$ cat src/rtl/note_sequencer.sv
// Melody autoplay controller driving the square-wave tone generator, with manual switch override.
// Optional feature: define NOTE_SEQ_LOOP_EN to add the loop_en input (restart the song instead of ending).
module note_sequencer #(
  parameter int CLK_HZ     = 12000000,
  parameter int BEAT_HZ    = 8,
  parameter int GAP_CYCLES = 120000,
  parameter int SONG_LEN   = 16
) (
  input  logic        clk,
  input  logic        rst_n,
  input  logic        start,
  input  logic        stop,
`ifdef NOTE_SEQ_LOOP_EN
  input  logic        loop_en,
`endif
  input  logic [5:0]  manual_sw,
  output logic [21:0] tone_div,
  output logic        tone_en,
  output logic [5:0]  led,
  output logic        busy,
  output logic        done
);

  localparam int TICK = CLK_HZ / BEAT_HZ;
  localparam int AW   = (SONG_LEN > 1)   ? $clog2(SONG_LEN)   : 1;
  localparam int PW   = (TICK > 1)       ? $clog2(TICK)       : 1;
  localparam int GW   = (GAP_CYCLES > 1) ? $clog2(GAP_CYCLES) : 1;

  typedef enum logic [2:0] {IDLE, LOAD, PLAY, GAP, DONE} state_t;

  state_t          state;
  logic [AW-1:0]   addr;
  logic [PW-1:0]   prescaler;
  logic [3:0]      beat_cnt;
  logic [GW-1:0]   gap_cnt;
  logic [3:0]      cur_note;

  logic [7:0]      rom_q;
  logic [3:0]      rom_note;
  logic [3:0]      rom_dur;
  logic [5:0]      sw_req;
  logic            manual_valid;
  logic [3:0]      manual_note;
  logic            loop_taken;

  function automatic logic [21:0] note_div(input logic [3:0] n);
    case (n)
      4'd0:    note_div = 22'(CLK_HZ / 440 / 2);
      4'd1:    note_div = 22'(CLK_HZ / 466 / 2);
      4'd2:    note_div = 22'(CLK_HZ / 493 / 2);
      4'd3:    note_div = 22'(CLK_HZ / 523 / 2);
      4'd4:    note_div = 22'(CLK_HZ / 554 / 2);
      4'd5:    note_div = 22'(CLK_HZ / 587 / 2);
      default: note_div = 22'd0;
    endcase
  endfunction

  // Melody: {note, dur}; a zero duration marks the end of the song.
  function automatic logic [7:0] rom_word(input logic [AW-1:0] a);
    int idx;
    idx = int'(a);
    case (idx)
      0:       rom_word = 8'h02;
      1:       rom_word = 8'h32;
      2:       rom_word = 8'h54;
      3:       rom_word = 8'hF1;
      4:       rom_word = 8'h22;
      default: rom_word = 8'h00;
    endcase
  endfunction

  assign rom_q    = rom_word(addr);
  assign rom_note = rom_q[7:4];
  assign rom_dur  = rom_q[3:0];

  // Switches are active-low; a request needs exactly one pressed switch.
  assign sw_req       = ~manual_sw;
  assign manual_valid = (sw_req != 6'd0) && ((sw_req & (sw_req - 6'd1)) == 6'd0);

  always_comb begin
    manual_note = 4'd0;
    for (int i = 0; i < 6; i++) begin
      if (sw_req[i]) manual_note = 4'(i);
    end
  end

`ifdef NOTE_SEQ_LOOP_EN
  assign loop_taken = loop_en;
`else
  assign loop_taken = 1'b0;
`endif

  assign busy = (state != IDLE);
  assign done = (state == DONE);

  always_ff @(posedge clk or negedge rst_n) begin
    if (!rst_n) begin
      state     <= IDLE;
      addr      <= '0;
      prescaler <= '0;
      beat_cnt  <= 4'd0;
      gap_cnt   <= '0;
      cur_note  <= 4'd15;
      tone_div  <= 22'd0;
      tone_en   <= 1'b0;
      led       <= 6'd0;
    end else begin
      if (manual_valid) begin
        tone_en  <= 1'b1;
        tone_div <= note_div(manual_note);
        led      <= sw_req;
      end else if (state == PLAY && cur_note < 4'd6) begin
        tone_en  <= 1'b1;
        tone_div <= note_div(cur_note);
        led      <= 6'd1 << cur_note;
      end else begin
        tone_en  <= 1'b0;
        tone_div <= 22'd0;
        led      <= 6'd0;
      end

      // A manual press freezes the melody in place; only stop gets through.
      if (stop) begin
        state <= IDLE;
        addr  <= '0;
      end else if (!manual_valid) begin
        case (state)
          IDLE: begin
            if (start) begin
              state <= LOAD;
              addr  <= '0;
            end
          end
          LOAD: begin
            if (rom_dur == 4'd0) begin
              if (loop_taken) addr <= '0;
              else            state <= DONE;
            end else begin
              state     <= PLAY;
              beat_cnt  <= rom_dur;
              prescaler <= PW'(TICK - 1);
              cur_note  <= rom_note;
            end
          end
          PLAY: begin
            if (prescaler == '0) begin
              prescaler <= PW'(TICK - 1);
              beat_cnt  <= beat_cnt - 4'd1;
              if (beat_cnt == 4'd1) begin
                state   <= GAP;
                gap_cnt <= GW'(GAP_CYCLES - 1);
              end
            end else begin
              prescaler <= prescaler - PW'(1);
            end
          end
          GAP: begin
            if (gap_cnt == '0) begin
              if (addr == AW'(SONG_LEN - 1)) begin
                if (loop_taken) begin
                  state <= LOAD;
                  addr  <= '0;
                end else begin
                  state <= DONE;
                end
              end else begin
                state <= LOAD;
                addr  <= addr + AW'(1);
              end
            end else begin
              gap_cnt <= gap_cnt - GW'(1);
            end
          end
          DONE:    state <= IDLE;
          default: state <= IDLE;
        endcase
      end
    end
  end

endmodule

$ cat config.mk
export PLATFORM = sky130hd
export DESIGN_NAME = note_sequencer
export DESIGN_NICKNAME = d
export VERILOG_FILES = /design/src/rtl/note_sequencer.sv
export SDC_FILE = /design/constraint.sdc
export NUM_CORES = 1
export LEC_CHECK = 0
export ABC_AREA = 1
export CAP_MARGIN = 5
export CELL_PAD_IN_SITES_DETAIL_PLACEMENT = 0
export CELL_PAD_IN_SITES_GLOBAL_PLACEMENT = 2
export CORE_MARGIN = 3
export CORE_UTILIZATION = 36
export CTS_CLUSTER_DIAMETER = 50
export CTS_CLUSTER_SIZE = 20
export DETAILED_ROUTE_END_ITERATION = 10
export PLACE_DENSITY = 0.93
export SYNTH_ARGS = -nofsm -noshare
export SYNTH_HDL_FRONTEND = slang
export SYNTH_SLANG_ARGS = --single-unit
$ cat constraint.sdc
create_clock -name clk -period 5.5 [get_ports clk]
set_clock_uncertainty 0.1 [all_clocks]
set_input_delay 0.55 -clock clk [delete_from_list [all_inputs] [get_ports clk]]
set_output_delay 0.55 -clock clk [all_outputs]
set_load 0.02 [all_outputs]
Word-level counts from Yosys, hierarchy flattened
Index checks and enable logic that the tools add are counted.
{"block": "word_totals", "register_bits": 82, "wordCells": 111}
{"block": "classes", "eq_ne": 30, "muxes": 39, "magnitude_cmp": 1, "bitwise": 5, "n_reduce_logical": 21, "n_addsub": 5, "shifts": 1}
{"op": "one-hot mux 14 bit (6 select lines)", "count": 2}
{"op": "two-way mux 17 bit", "count": 3}
{"op": "two-way mux 22 bit", "count": 2}
{"op": "two-way mux 4 bit", "count": 11}
{"op": "two-way mux 21 bit", "count": 2}
{"op": "one-hot mux 21 bit (2 select lines)", "count": 1}
{"op": "one-hot mux 8 bit (5 select lines)", "count": 1}
{"op": "one-hot mux 17 bit (2 select lines)", "count": 1}
{"op": "== test 4 x 2 -> 1 bit (second input constant)", "count": 6}
{"op": "two-way mux 3 bit", "count": 8}
{"op": "zero test 21 bit", "count": 1}
{"op": "subtractor 21 x 1 -> 21 bit (second input constant)", "count": 1}
{"op": "== test 4 x 3 -> 1 bit (second input constant)", "count": 5}
{"op": "zero test 17 bit", "count": 1}
{"op": "subtractor 17 x 1 -> 17 bit (second input constant)", "count": 1}
{"op": "== test 4 x 1 -> 1 bit (second input constant)", "count": 4}
{"op": "zero test 4 bit", "count": 4}
{"op": "one-hot mux 4 bit (2 select lines)", "count": 2}
{"op": "AND reduction 5 bit", "count": 3}
{"op": "two-way mux 6 bit", "count": 2}
{"op": "one-hot mux 3 bit (4 select lines)", "count": 1}
{"op": "inequality test 3 bit (second input constant)", "count": 3}
{"op": "AND reduction 4 bit", "count": 2}
{"op": "AND 6 bit", "count": 1}
{"op": "other kinds (22)", "count": 34}

Logic depth before layout (Yosys ltp)
{"block": "logic_depth", "depth_word": 9, "ltp_mapped": 13, "depth_no_buf": 12}

Worst setup path before layout
No wires, ideal clock.
{"block": "synth_path", "path_type": "reg-to-reg", "start": "register addr[0]", "end": "register prescaler[19]", "period_less_slack_ps": 1735, "arrival_time_ps": 1518, "setup_time_ps": 117, "path_slack_ps": 3765, "t_required_ps": 5283, "path_stages_with_launch": 13, "path_cell_list": "dfrtp_1 > inv_1 > ha_1 > inv_1 > nor2_1 > inv_1 > nand4_1 > nand2_1 > nor2_4 > inv_4 > buf_6 > nand2_1 > nand2_1"}
{"block": "synth_between", "elab_chain_len": 5}
{"item": "start: declaration", "line_no": "32", "source": "logic [AW-1:0] addr;"}
{"item": "start signal: assignment", "line_no": "168", "source": "addr <= addr + AW'(1);"}
{"item": "== test 4 x 3 -> 1 bit, or another cell as far along", "line_no": "62", "source": "case (idx)"}
{"item": "one-hot mux 8 bit (5 select lines) (*)", "line_no": "62"}
{"item": "zero test 4 bit (*)", "line_no": "135", "source": "if (rom_dur == 4'd0) begin"}
{"item": "inequality test 2 bit (no line) (*)"}
{"item": "AND reduction 4 bit (no line) (*)"}
{"item": "end signal: assignment", "line_no": "141", "source": "prescaler <= PW'(TICK - 1);"}
{"item": "end signal: assignment", "line_no": "147", "source": "prescaler <= PW'(TICK - 1);"}
{"item": "end signal: assignment", "line_no": "154", "source": "prescaler <= prescaler - PW'(1);"}
{"item": "end: declaration", "line_no": "33", "source": "logic [PW-1:0] prescaler;"}
Mark *: on every way between the ends. The rest lies on a longest branch, timed or not.
A chain may end at the register's enable or synchronous reset.

Final worst setup path
{"block": "layout_path", "start": "register state[2]", "end": "register prescaler[12]"}
{"block": "layout_between", "elab_chain_len": 3}
{"item": "start: declaration", "line_no": "31", "source": "state_t state;"}
{"item": "start signal: assignment", "line_no": "98", "source": "state <= IDLE;"}
{"item": "start signal: assignment", "line_no": "124", "source": "state <= IDLE;"}
{"item": "start signal: assignment", "line_no": "130", "source": "state <= LOAD;"}
{"item": "== test 3 x 1 -> 1 bit / == test 3 x 2 -> 1 bit (equally long branches)", "line_no": "127", "source": "case (state)"}
{"item": "inequality test 2 bit (no line) / nonzero test 2 bit (equally long branches)"}
{"item": "AND reduction 4 bit (no line)"}
Parallel ways exist; a longest one is shown, timed or not.

==> impl_metrics.csv <==
group,metric,value,unit
floorplan,die_w,122,um
timing,period_share,51.0,%
drt,drtIter0Drc,188,
finish,syn_to_final_growth,14.4,%
drt,drcViolationCount,0,
logic_synthesis,synth_edf_count,0,
global_routing,grt_pass1_wl,20100,um
cts,htreeDepth,3,
logic_synthesis,ys_types,39,
power,power.total,2.61,mW
timing,worst_pin_slew,984,ps
finish,drive_gt1_share,9.09,%
setup_path,cp_data_arrival_time,2940,ps
finish,fill_cells,1342,
logic_synthesis,ys_ff_latch,73,
setup_path,critical_path_class,"reg2reg",
timing,setup_tns,0,ps
global_routing,grt_max_degree,74,
timing,hold_viol,0,
cts,clock_sinks,73,
cts,root_buffer,"clkbuf_16",
logic_synthesis,ys_seq_area_share,37.5,%
finish,fin_area,5580,sq um
global_routing,grt_pass1_vias,4084,
timing,rsz0062_at_grt,"no",
run_status,status,"completed",
drt,via_per_inst,4.93,
place,dpl_cell_area,5260,sq um
cts,cts_inserted_buffers,9,
place,dp_hpwl,8570,um
power,leakagePower,2.71,nW
job,drv_cap,0,
setup_path,startpoint,"state[2]",
finish,layout_commonest_cell,"nand2_1",
floorplan,core_area,12900,sq um
finish,regArea,1830,sq um
finish,utilization,43.2,%
global_routing,antenna_found_initial,0,
setup_path,crit_required,5630,ps
floorplan,dieArea,15000,sq um
logic_synthesis,syn_area_per_cell,7.01,sq um
setup_path,cp_max_fo,31,
floorplan,io_pins,41,
global_routing,grt.total_usage,16.9,%
setup_path,regToRegStartpoint,"state[2]",
global_routing,gr-total-overflow,0,
floorplan,initial_core_util,37.8,%
finish,final_cells,898,
cts,clkSlewWorstSetupHoldPaths,60,ps
finish,n_antenna_cell,0,
logic_synthesis,ys.flop_type,"dfrtp_1",
timing,fin_crit,2800,ps
drt,wl_per_cell,13.3,um
logic_synthesis,synthArstFlopShare,100,%
finish,nNetsFinal,741,
floorplan,fp.dieH,122,um
cts,post_cts_buffers,0,
timing,finalSetupViolations,0,
floorplan,rows,41,
drt,ant_nets,0,
timing,slew_headroom,34.4,%
cts,cts_resized,0,
logic_synthesis,synth_cells,696,
cts,clkLatencyLatePin,340,ps
setup_path,cp-start-kind,"flop",
timing,drv_slew,0,
power,ir_worst_vdd,0.228,mV
drt,wirelength,11900,um
logic_synthesis,synth_area,4880,sq um
finish,mostFrequentLayoutCells,"nand2_1 (209), nor2_1 (81), inv_1 (73)",
setup_path,endpoint_kind,"flop",
hold_path,min_path_type,"in2async",
cts,hold_buffers,0,
place,place_congestion,0.867,
finish,multi_input_area,2580,sq um
place,port_buffers,32,
drt,vias,4429,
power,powerDensity,468,nW/um^2
timing,max_freq,357,MHz
cts,cts_tree,"built",
place,placed_cells,882,
logic_synthesis,ys_warn_count,0,
cts,cts_buffer_depth,2,
drt,drtPass1Iterations,5,
[critical path: stages (launching register included)]
cell and delay [ps]:
dfrtp_1 390, inv_2 90, nand2_1 120, nor2_4 520, inv_2 260, nand2_1 120, nand2_1 110, nor2_4 570
inv_4 210, nand2_1 120, o21ai_2 50
[per-stage QoR]
| stage | hold WS (ps) | setup slack, ps |
|---|---|---|
| 5_1_grt | 355 | 2370 |
| 3_5_place_dp | 380 | 2510 |
| 4_1_cts | 309 | 2670 |
| 2_1_floorplan | 154 | 3760 |
| 3_3_place_gp | 380 | 2590 |
| 6_report | 258 | 2700 |
[flip-flops by register name, indices dropped and copies added, names as in the netlist, 3 cells and up]
register,count
state,3
addr,4
gap_cnt,17
tone_div,13
led,6
prescaler,21
cur_note,4
beat_cnt,4
[cell type report]
class | count | share of cell area, %
Tap cell | 172 | 3.85
Multi-Input combinational cell | 525 | 46.3
Sequential cell | 73 | 32.8
Clock buffer | 9 | 4.03
Clock inverter | 7 | 1.82
Timing Repair Buffer | 32 | 5.69
Inverter | 80 | 5.51
[routing by layer]
| layer | wire length, um | up-vias | GRT usage [%] |
|---|---|---|---|
| met5 | 0 | - | 0 |
| met4 | 146 | 0 | 4.55 |
| met3 | 534 | 13 | 3.64 |
| met1 | 5800 | 2059 | 23.3 |
| li1 | - | 2264 | - |
| met2 | 5440 | 93 | 26.9 |
[final timing paths]
kind | end | slack, ps | cells past startpoint
max | prescaler[12] | 2700 | 10
min | tone_div[4] | 260 | 1
max reg2reg | prescaler[12] | 2700 | 10
min reg2reg | gap_cnt[0] | 390 | 2
max in group asynchronous | gap_cnt[5] | 4390 | 1
min in group clk | gap_cnt[0] | 390 | 2
[cells by family after synthesis]
| family | count (synthesis) | synth area share (%) |
|---|---|---|
| simple gates | 425 | 39.7 |
| buf+inv | 105 | 10.1 |
| compound gates | 73 | 8.41 |
| flops | 73 | 37.5 |
| fa+ha+maj | 10 | 2.56 |
| xor+xnor | 9 | 1.62 |
| other cells | 1 | 0.0768 |
[cell usage after synthesis, types with 8 or more instances]
library cell	n	share of area, %
buf_4	13	2.0
a21oi_1	10	1.0
xnor2_1	8	1.4
nand2_2	11	1.4
nand4_1	20	2.6
nor2_1	81	6.2
o21ai_0	38	3.9
o21ai_1	10	1.0
nand3_1	70	7.2
inv_1	73	5.6
ha_1	10	2.6
nand2_1	209	16
dfrtp_1	69	35
[report_power, final]
| part | internal, mW | leakage (nW) | switching, mW | total [mW] |
|---|---|---|---|---|
| Sequential | 0.700 | 0.932 | 0.162 | 0.862 |
| Clock | 0.401 | 0.153 | 0.251 | 0.652 |
| Combinational | 0.367 | 1.62 | 0.734 | 1.10 |
Power figures use the tool's default switching activity.
